===== src/rtl/instr_sequencer.sv =====
// Multi-cycle instruction sequencer: owns the PC, fetches over a req/valid handshake,
// evaluates condition codes and issues one-cycle decode/execute/writeback strobes.
module instr_sequencer #(
  parameter int                ADDR_W     = 8,
  parameter int                INSTR_W    = 32,
  parameter logic [ADDR_W-1:0] START_ADDR = '0
) (
  input  logic               clk,
  input  logic               rst_n,
  input  logic               start,
  input  logic               halt_req,
  input  logic [INSTR_W-1:0] ram_rdata,
  input  logic               ram_rvalid,
  input  logic [3:0]         flags,
  output logic               ram_req,
  output logic [ADDR_W-1:0]  ram_addr,
  output logic [ADDR_W-1:0]  pc,
  output logic [INSTR_W-1:0] instr,
  output logic               reg_load_en,
  output logic               alu_en,
  output logic               reg_wr_en,
  output logic               skipped,
  output logic               busy,
  output logic               done,
  output logic [2:0]         state
);

  typedef enum logic [2:0] {
    S_IDLE      = 3'd0,
    S_FETCH     = 3'd1,
    S_DECODE    = 3'd2,
    S_EXECUTE   = 3'd3,
    S_WRITEBACK = 3'd4,
    S_HALT      = 3'd5
  } state_t;

  localparam logic [3:0] OP_BRANCH = 4'hF;
  localparam logic [3:0] OP_HALT   = 4'hE;

  state_t               st, st_nxt;
  logic [ADDR_W-1:0]    pc_nxt;
  logic [INSTR_W-1:0]   instr_nxt;
  logic                 halt_pend, halt_pend_nxt;
  logic [3:0]           cond, op;
  logic [ADDR_W-1:0]    target;
  logic                 flag_n, flag_z, flag_c, flag_v;
  logic                 cond_pass;

  assign cond     = instr[INSTR_W-1 -: 4];
  assign op       = instr[INSTR_W-5 -: 4];
  assign target   = instr[ADDR_W-1:0];
  assign {flag_n, flag_z, flag_c, flag_v} = flags;
  assign ram_addr = pc;
  assign state    = st;

  always_comb begin
    cond_pass = 1'b0;
    case (cond)
      4'h0: cond_pass = flag_z;
      4'h1: cond_pass = !flag_z;
      4'h2: cond_pass = flag_c;
      4'h3: cond_pass = !flag_c;
      4'h4: cond_pass = flag_n;
      4'h5: cond_pass = !flag_n;
      4'h6: cond_pass = flag_v;
      4'h7: cond_pass = !flag_v;
      4'h8: cond_pass = flag_c && !flag_z;
      4'h9: cond_pass = !flag_c || flag_z;
      4'hA: cond_pass = (flag_n == flag_v);
      4'hB: cond_pass = (flag_n != flag_v);
      4'hC: cond_pass = !flag_z && (flag_n == flag_v);
      4'hD: cond_pass = flag_z || (flag_n != flag_v);
      4'hE: cond_pass = 1'b1;
      default: cond_pass = 1'b0;
    endcase
  end

  always_comb begin
    st_nxt        = st;
    pc_nxt        = pc;
    instr_nxt     = instr;
    halt_pend_nxt = halt_pend;
    ram_req       = 1'b0;
    reg_load_en   = 1'b0;
    alu_en        = 1'b0;
    reg_wr_en     = 1'b0;
    skipped       = 1'b0;
    busy          = 1'b0;
    done          = 1'b0;
    case (st)
      S_IDLE: begin
        if (start) begin
          pc_nxt        = START_ADDR;
          halt_pend_nxt = 1'b0;
          st_nxt        = S_FETCH;
        end
      end
      S_FETCH: begin
        busy    = 1'b1;
        ram_req = 1'b1;
        if (ram_rvalid) begin
          instr_nxt = ram_rdata;
          pc_nxt    = pc + ADDR_W'(1);
          st_nxt    = S_DECODE;
        end
      end
      S_DECODE: begin
        busy        = 1'b1;
        reg_load_en = 1'b1;
        if (!cond_pass) begin
          skipped = 1'b1;
          st_nxt  = halt_pend ? S_HALT : S_FETCH;
        end else if (op == OP_BRANCH) begin
          pc_nxt = target;
          st_nxt = halt_pend ? S_HALT : S_FETCH;
        end else if (op == OP_HALT) begin
          st_nxt = S_HALT;
        end else begin
          st_nxt = S_EXECUTE;
        end
      end
      S_EXECUTE: begin
        busy   = 1'b1;
        alu_en = 1'b1;
        st_nxt = S_WRITEBACK;
      end
      S_WRITEBACK: begin
        busy      = 1'b1;
        reg_wr_en = 1'b1;
        st_nxt    = halt_pend ? S_HALT : S_FETCH;
      end
      S_HALT: begin
        done = 1'b1;
        if (start) begin
          pc_nxt        = START_ADDR;
          halt_pend_nxt = 1'b0;
          st_nxt        = S_FETCH;
        end
      end
      default: st_nxt = S_IDLE;
    endcase
    // A request seen while busy waits for the next boundary; entering HALT consumes it.
    if (busy && halt_req) halt_pend_nxt = 1'b1;
    if (st_nxt == S_HALT && st != S_HALT) halt_pend_nxt = 1'b0;
  end

  always_ff @(posedge clk or negedge rst_n) begin
    if (!rst_n) begin
      st        <= S_IDLE;
      pc        <= START_ADDR;
      instr     <= '0;
      halt_pend <= 1'b0;
    end else begin
      st        <= st_nxt;
      pc        <= pc_nxt;
      instr     <= instr_nxt;
      halt_pend <= halt_pend_nxt;
    end
  end

endmodule


===== config.mk =====
export PLATFORM = sky130hd
export DESIGN_NAME = instr_sequencer
export DESIGN_NICKNAME = d
export VERILOG_FILES = /design/src/rtl/instr_sequencer.sv
export SDC_FILE = /design/constraint.sdc
export NUM_CORES = 1
export LEC_CHECK = 0
export ABC_AREA = 1
export ABC_CLOCK_PERIOD_IN_PS = 1290
export BUFFER_PORTS_ARGS = -buffer_cell sky130_fd_sc_hd__buf_2
export CAP_MARGIN = 20
export CORE_UTILIZATION = 43
export DETAILED_ROUTE_END_ITERATION = 10
export PLACE_DENSITY_LB_ADDON = 0.25
export SLEW_MARGIN = 10
export SYNTH_ARGS = -nofsm -noshare
export SYNTH_HDL_FRONTEND = slang
export SYNTH_SLANG_ARGS = --single-unit

===== constraint.sdc =====
create_clock -name clk -period 1.29 [get_ports clk]
set_input_delay 0.129 -clock clk [delete_from_list [all_inputs] [get_ports clk]]
set_output_delay 0.129 -clock clk [all_outputs]
set_load 0.1 [all_outputs]

==> flow_results.org <==
** Detailed routing
- Dividing the detail-routed wire length by the instance count gives ~23 microns.
- For this block, the via count after detailed routing is 2854.
- Total routed wirelength :: around 11000 microns
- In the routed layout, each cell is associated on average with a via count of ~5.7.
- Detailed-route DRC error count :: 0
- Antenna Nets Post-Route :: 0
- The first TritonRoute pass finished after 5 iterations.
- Iteration-0 DRC count of the detailed router :: 264

** STA
- Top achievable clock speed :: around 510 MHz
- Max Slew Vio Count :: 0
- Setup violations remaining at the end of the flow were counted as 55.
- In the final timing run, aggregate negative setup slack is -20.21 ns.
- Headroom to the max-slew limit came out at 0.6574.
- Final hold violation count :: 0
- In the finished design, the share of the clock period the worst path needs comes to 1.521.
- Between clock sinks in the finished design, the worst skew comes to roughly 0.0054 ns.
- Setup slack of the critical path after layout :: -0.6719 ns
- Setup repair after global routing could not meet its margin everywhere.
- Minimum hold slack :: 0.05815 ns
- At the pin with the least slew margin, the transition time is 0.5175 ns.
- Final critical delay including setup and external delays :: 1.962 ns

** Synthesis
- In this run, distinct cell masters in the synthesized netlist total 33.
- Summing every instance area after synthesis gives ~0.0024 sq mm.
- The synthesized design contains 0 enable-type register cells.
- Yosys instantiated no cell more often than sky130_fd_sc_hd__dfrtp_1.
- In the synthesized netlist the dominant register cell turns out to be sky130_fd_sc_hd__dfrtp_1.
- Proportion of synthesized chip area in sequential cells :: 0.4654
- Post-Syn Nets :: 297
- Leading post-synthesis cells by cell area :: sky130_fd_sc_hd__dfrtp_1 47%, sky130_fd_sc_hd__mux2_2 10%, sky130_fd_sc_hd__nor2_1 5.2%
- Post-synth top cells :: 44 x sky130_fd_sc_hd__dfrtp_1, 33 x sky130_fd_sc_hd__nor2_1, 32 x sky130_fd_sc_hd__nand2_1
- Register bit count reported by yosys :: 44
- Cells after synthesis :: 255
- In this run the mean area of a mapped cell was 9.279 sq um.
- Cell type with the largest total area after synthesis :: sky130_fd_sc_hd__dfrtp_1
- Share of flip-flops with an asynchronous set or reset after synthesis :: 1.000
- Number of warnings issued by yosys :: 0
- Of the post-synthesis cell area, the dominant cell type holds 0.4654.

** Clocking
- Clock latency at the later pin of the worst-skew pair :: about 0.30 ns
- Clock slew at reported path FFs :: 0.09 ns
- Root Buffer Master :: sky130_fd_sc_hd__clkbuf_8
- CTS tree :: done
- Clock tree buffer depth :: 2
- TritonCTS Buffers :: 5
- In this run the number of H-tree levels came out at 2.
- Sinks on Clock Net :: 44

** Worst hold path
- Cell count of the worst hold path :: 2
- Worst hold path type :: in2reg

** Global route
- Entering global routing, the biggest net connects between 40 and 50 pins.
- For this run the aggregate overflow at the end of global routing stands at 0.
- The first global-routing pass estimated 15270 microns of wire.
- Antenna violations before repair :: 0
- For this run, the total global-route usage over all layers was measured as 0.3460.
- The via count of the first global-routing pass is roughly 3000.

** Flow run
- Max Cap Violations :: 0

** Final layout
- Layout cell share with drive strength beyond 1 :: 0.7658
- The repair_antennas step left the layout with diodes totalling 0.
- After the last flow step, the layout net total stands at 468.
- Non-Filler Instances :: 497
- Compared with the post-synthesis result, the final layout area differs by 100.6%.
- At the end of the flow the core is filled with cells to 0.9120.

** Placed design
- Including well taps, the total number of placed cells is 454.
- Final weighted congestion in routability-driven placement :: about 0.86
- Detailed placement finished with a half-perimeter wire length of 4638 microns.
- Port buffering added 98 buffers.

** Worst setup path
- Biggest fanout along the worst timing path :: 10
- WP data arrival :: around 1.8 ns
- Launching element type of the critical path :: register
- The largest single stage delay on the critical path is 0.57 ns.
- The signal on the critical path passes through nand3b_1, nand3_1, nand2_1, nand2_2, nor2_4, nand3_4, clkinvlp_4, buf_12.
- The largest individual stage delay along the critical path comes from the cell sky130_fd_sc_hd__dfrtp_4.
- The number of buffers and inverters on the critical path is 2.
- CP delay by family, top :: simple AND/OR/NAND/NOR gates
- The critical path crosses 8 cells after its start point.
- Measured in cells, the most critical reg-to-reg path has a length of 13.
- By startpoint and endpoint, the worst setup path is classified as reg2out.
- At the worst endpoint, the required time is 1.16 ns.
- Critical path capture point type :: primary output

** Status
- Failing checks :: negative setup slack
- The run finished, with violations left.

** Die
- 99 I/O pins were placed.
- Width of the die :: 76.18 microns
- The die covers 0.005803 sq mm.
- The floorplan has 26 rows.
- Vertical die dimension :: 76.18 microns
- The initial utilization of the core area, before any placement, comes to 0.4546.
- In this run the standard cell core region covers ~0.0052 sq mm.
metrics by stage:
step	setup slack (ns)	cell area, sq um
6_report	-0.6719	4747
2_1_floorplan	-1.450	2501
3_3_place_gp	-0.3038	3722
5_1_grt	-0.7239	4747
3_5_place_dp	-0.3587	3722
4_1_cts	-0.5358	4521
final cells by class:
type | instances | area (sq um)
clock buffer | 7 | 86.33
clock inverter | 1 | 7.507
fill | 198 | 457.9
inverter | 32 | 152.6
multi-input combinational | 166 | 1516
sequential | 44 | 1160
tap | 70 | 87.58
timing repair buffer | 177 | 1737
cells in the final DEF (no fill, tap or decap), types with 7 or more instances in the layout:
cell type	instances
sky130_fd_sc_hd__nand3_2	7
sky130_fd_sc_hd__dfrtp_1	25
sky130_fd_sc_hd__nand2_4	8
sky130_fd_sc_hd__buf_6	28
sky130_fd_sc_hd__buf_12	31
sky130_fd_sc_hd__nand3_1	7
sky130_fd_sc_hd__a21oi_2	16
sky130_fd_sc_hd__dfrtp_4	14
sky130_fd_sc_hd__nor2_1	11
sky130_fd_sc_hd__nand2_2	15
sky130_fd_sc_hd__buf_4	40
sky130_fd_sc_hd__buf_2	63
sky130_fd_sc_hd__mux2_4	22
sky130_fd_sc_hd__nor2_4	20
sky130_fd_sc_hd__nand2_1	18
sky130_fd_sc_hd__clkbuf_4	8
sky130_fd_sc_hd__inv_1	20
final timing paths:
| check | start | end | slack (ns) |
|---|---|---|---|
| worst max-delay path | instr[28] | skipped | -0.67 |
| max in group asynchronous | rst_n | pc[0] | 0.70 |
| worst min-delay path | ram_rdata[16] | instr[16] | 0.06 |
| worst min register to register | instr[22] | instr[22] | 0.52 |
| min in group asynchronous | rst_n | instr[4] | 0.34 |
| worst max register to register | instr[28] | halt_pend | -0.67 |
flip-flops by register name, summed over array words and instances (netlist names):
register   count
state          3
instr         32
halt_pend      1
pc             8
worst reg2reg max path: stages (launching register included):
cell and delay (ns):
sky130_fd_sc_hd__dfrtp_4 0.57, sky130_fd_sc_hd__inv_2 0.10, sky130_fd_sc_hd__nand3_2 0.08, sky130_fd_sc_hd__nand3_1 0.12, sky130_fd_sc_hd__nand2_1 0.11, sky130_fd_sc_hd__nand2_2 0.12, sky130_fd_sc_hd__nor2_4 0.05, sky130_fd_sc_hd__buf_4 0.13
sky130_fd_sc_hd__buf_4 0.13, sky130_fd_sc_hd__nand2_2 0.09, sky130_fd_sc_hd__nand2_1 0.08, sky130_fd_sc_hd__nand3_2 0.08, sky130_fd_sc_hd__nand2_2 0.08, sky130_fd_sc_hd__a21oi_2 0.15
timing repair:
item / 4_1_cts / 5_1_grt
resized for setup: 95 / 79
hold buffers: 1 / 0
hold endpoints to repair: 44 / 0
buffers inserted: 29 / 7
pin swaps: 17 / 20
endpoints found under the setup margin: 52 / 70
gates cloned: 5 / 0
cell families after synthesis:
kind of cell,share of synthesized area
muxes,0.1047
AOI/OAI and AO/OA,0.1026
buffers and inverters,0.09466
xor gates and xnor gates,0.007405
DFF,0.4654
and+or+nand+nor,0.2200
adders and majority gates,0.005287
layer usage:
metal | vias to the layer above | track usage | wire length, microns | part of all wire
met5 | - | 0 | 0 | 0
met4 | 0 | 0.1923 | 890 | 0.079
met3 | 89 | 0.07305 | 808 | 0.072
met2 | 216 | 0.6245 | 5630 | 0.50
met1 | 1381 | 0.3767 | 3895 | 0.35
li1 | 1168 | - | - | -
Power is not shown: default switching activity piles up to over one toggle a cycle in this logic, so the estimate is an artifact.
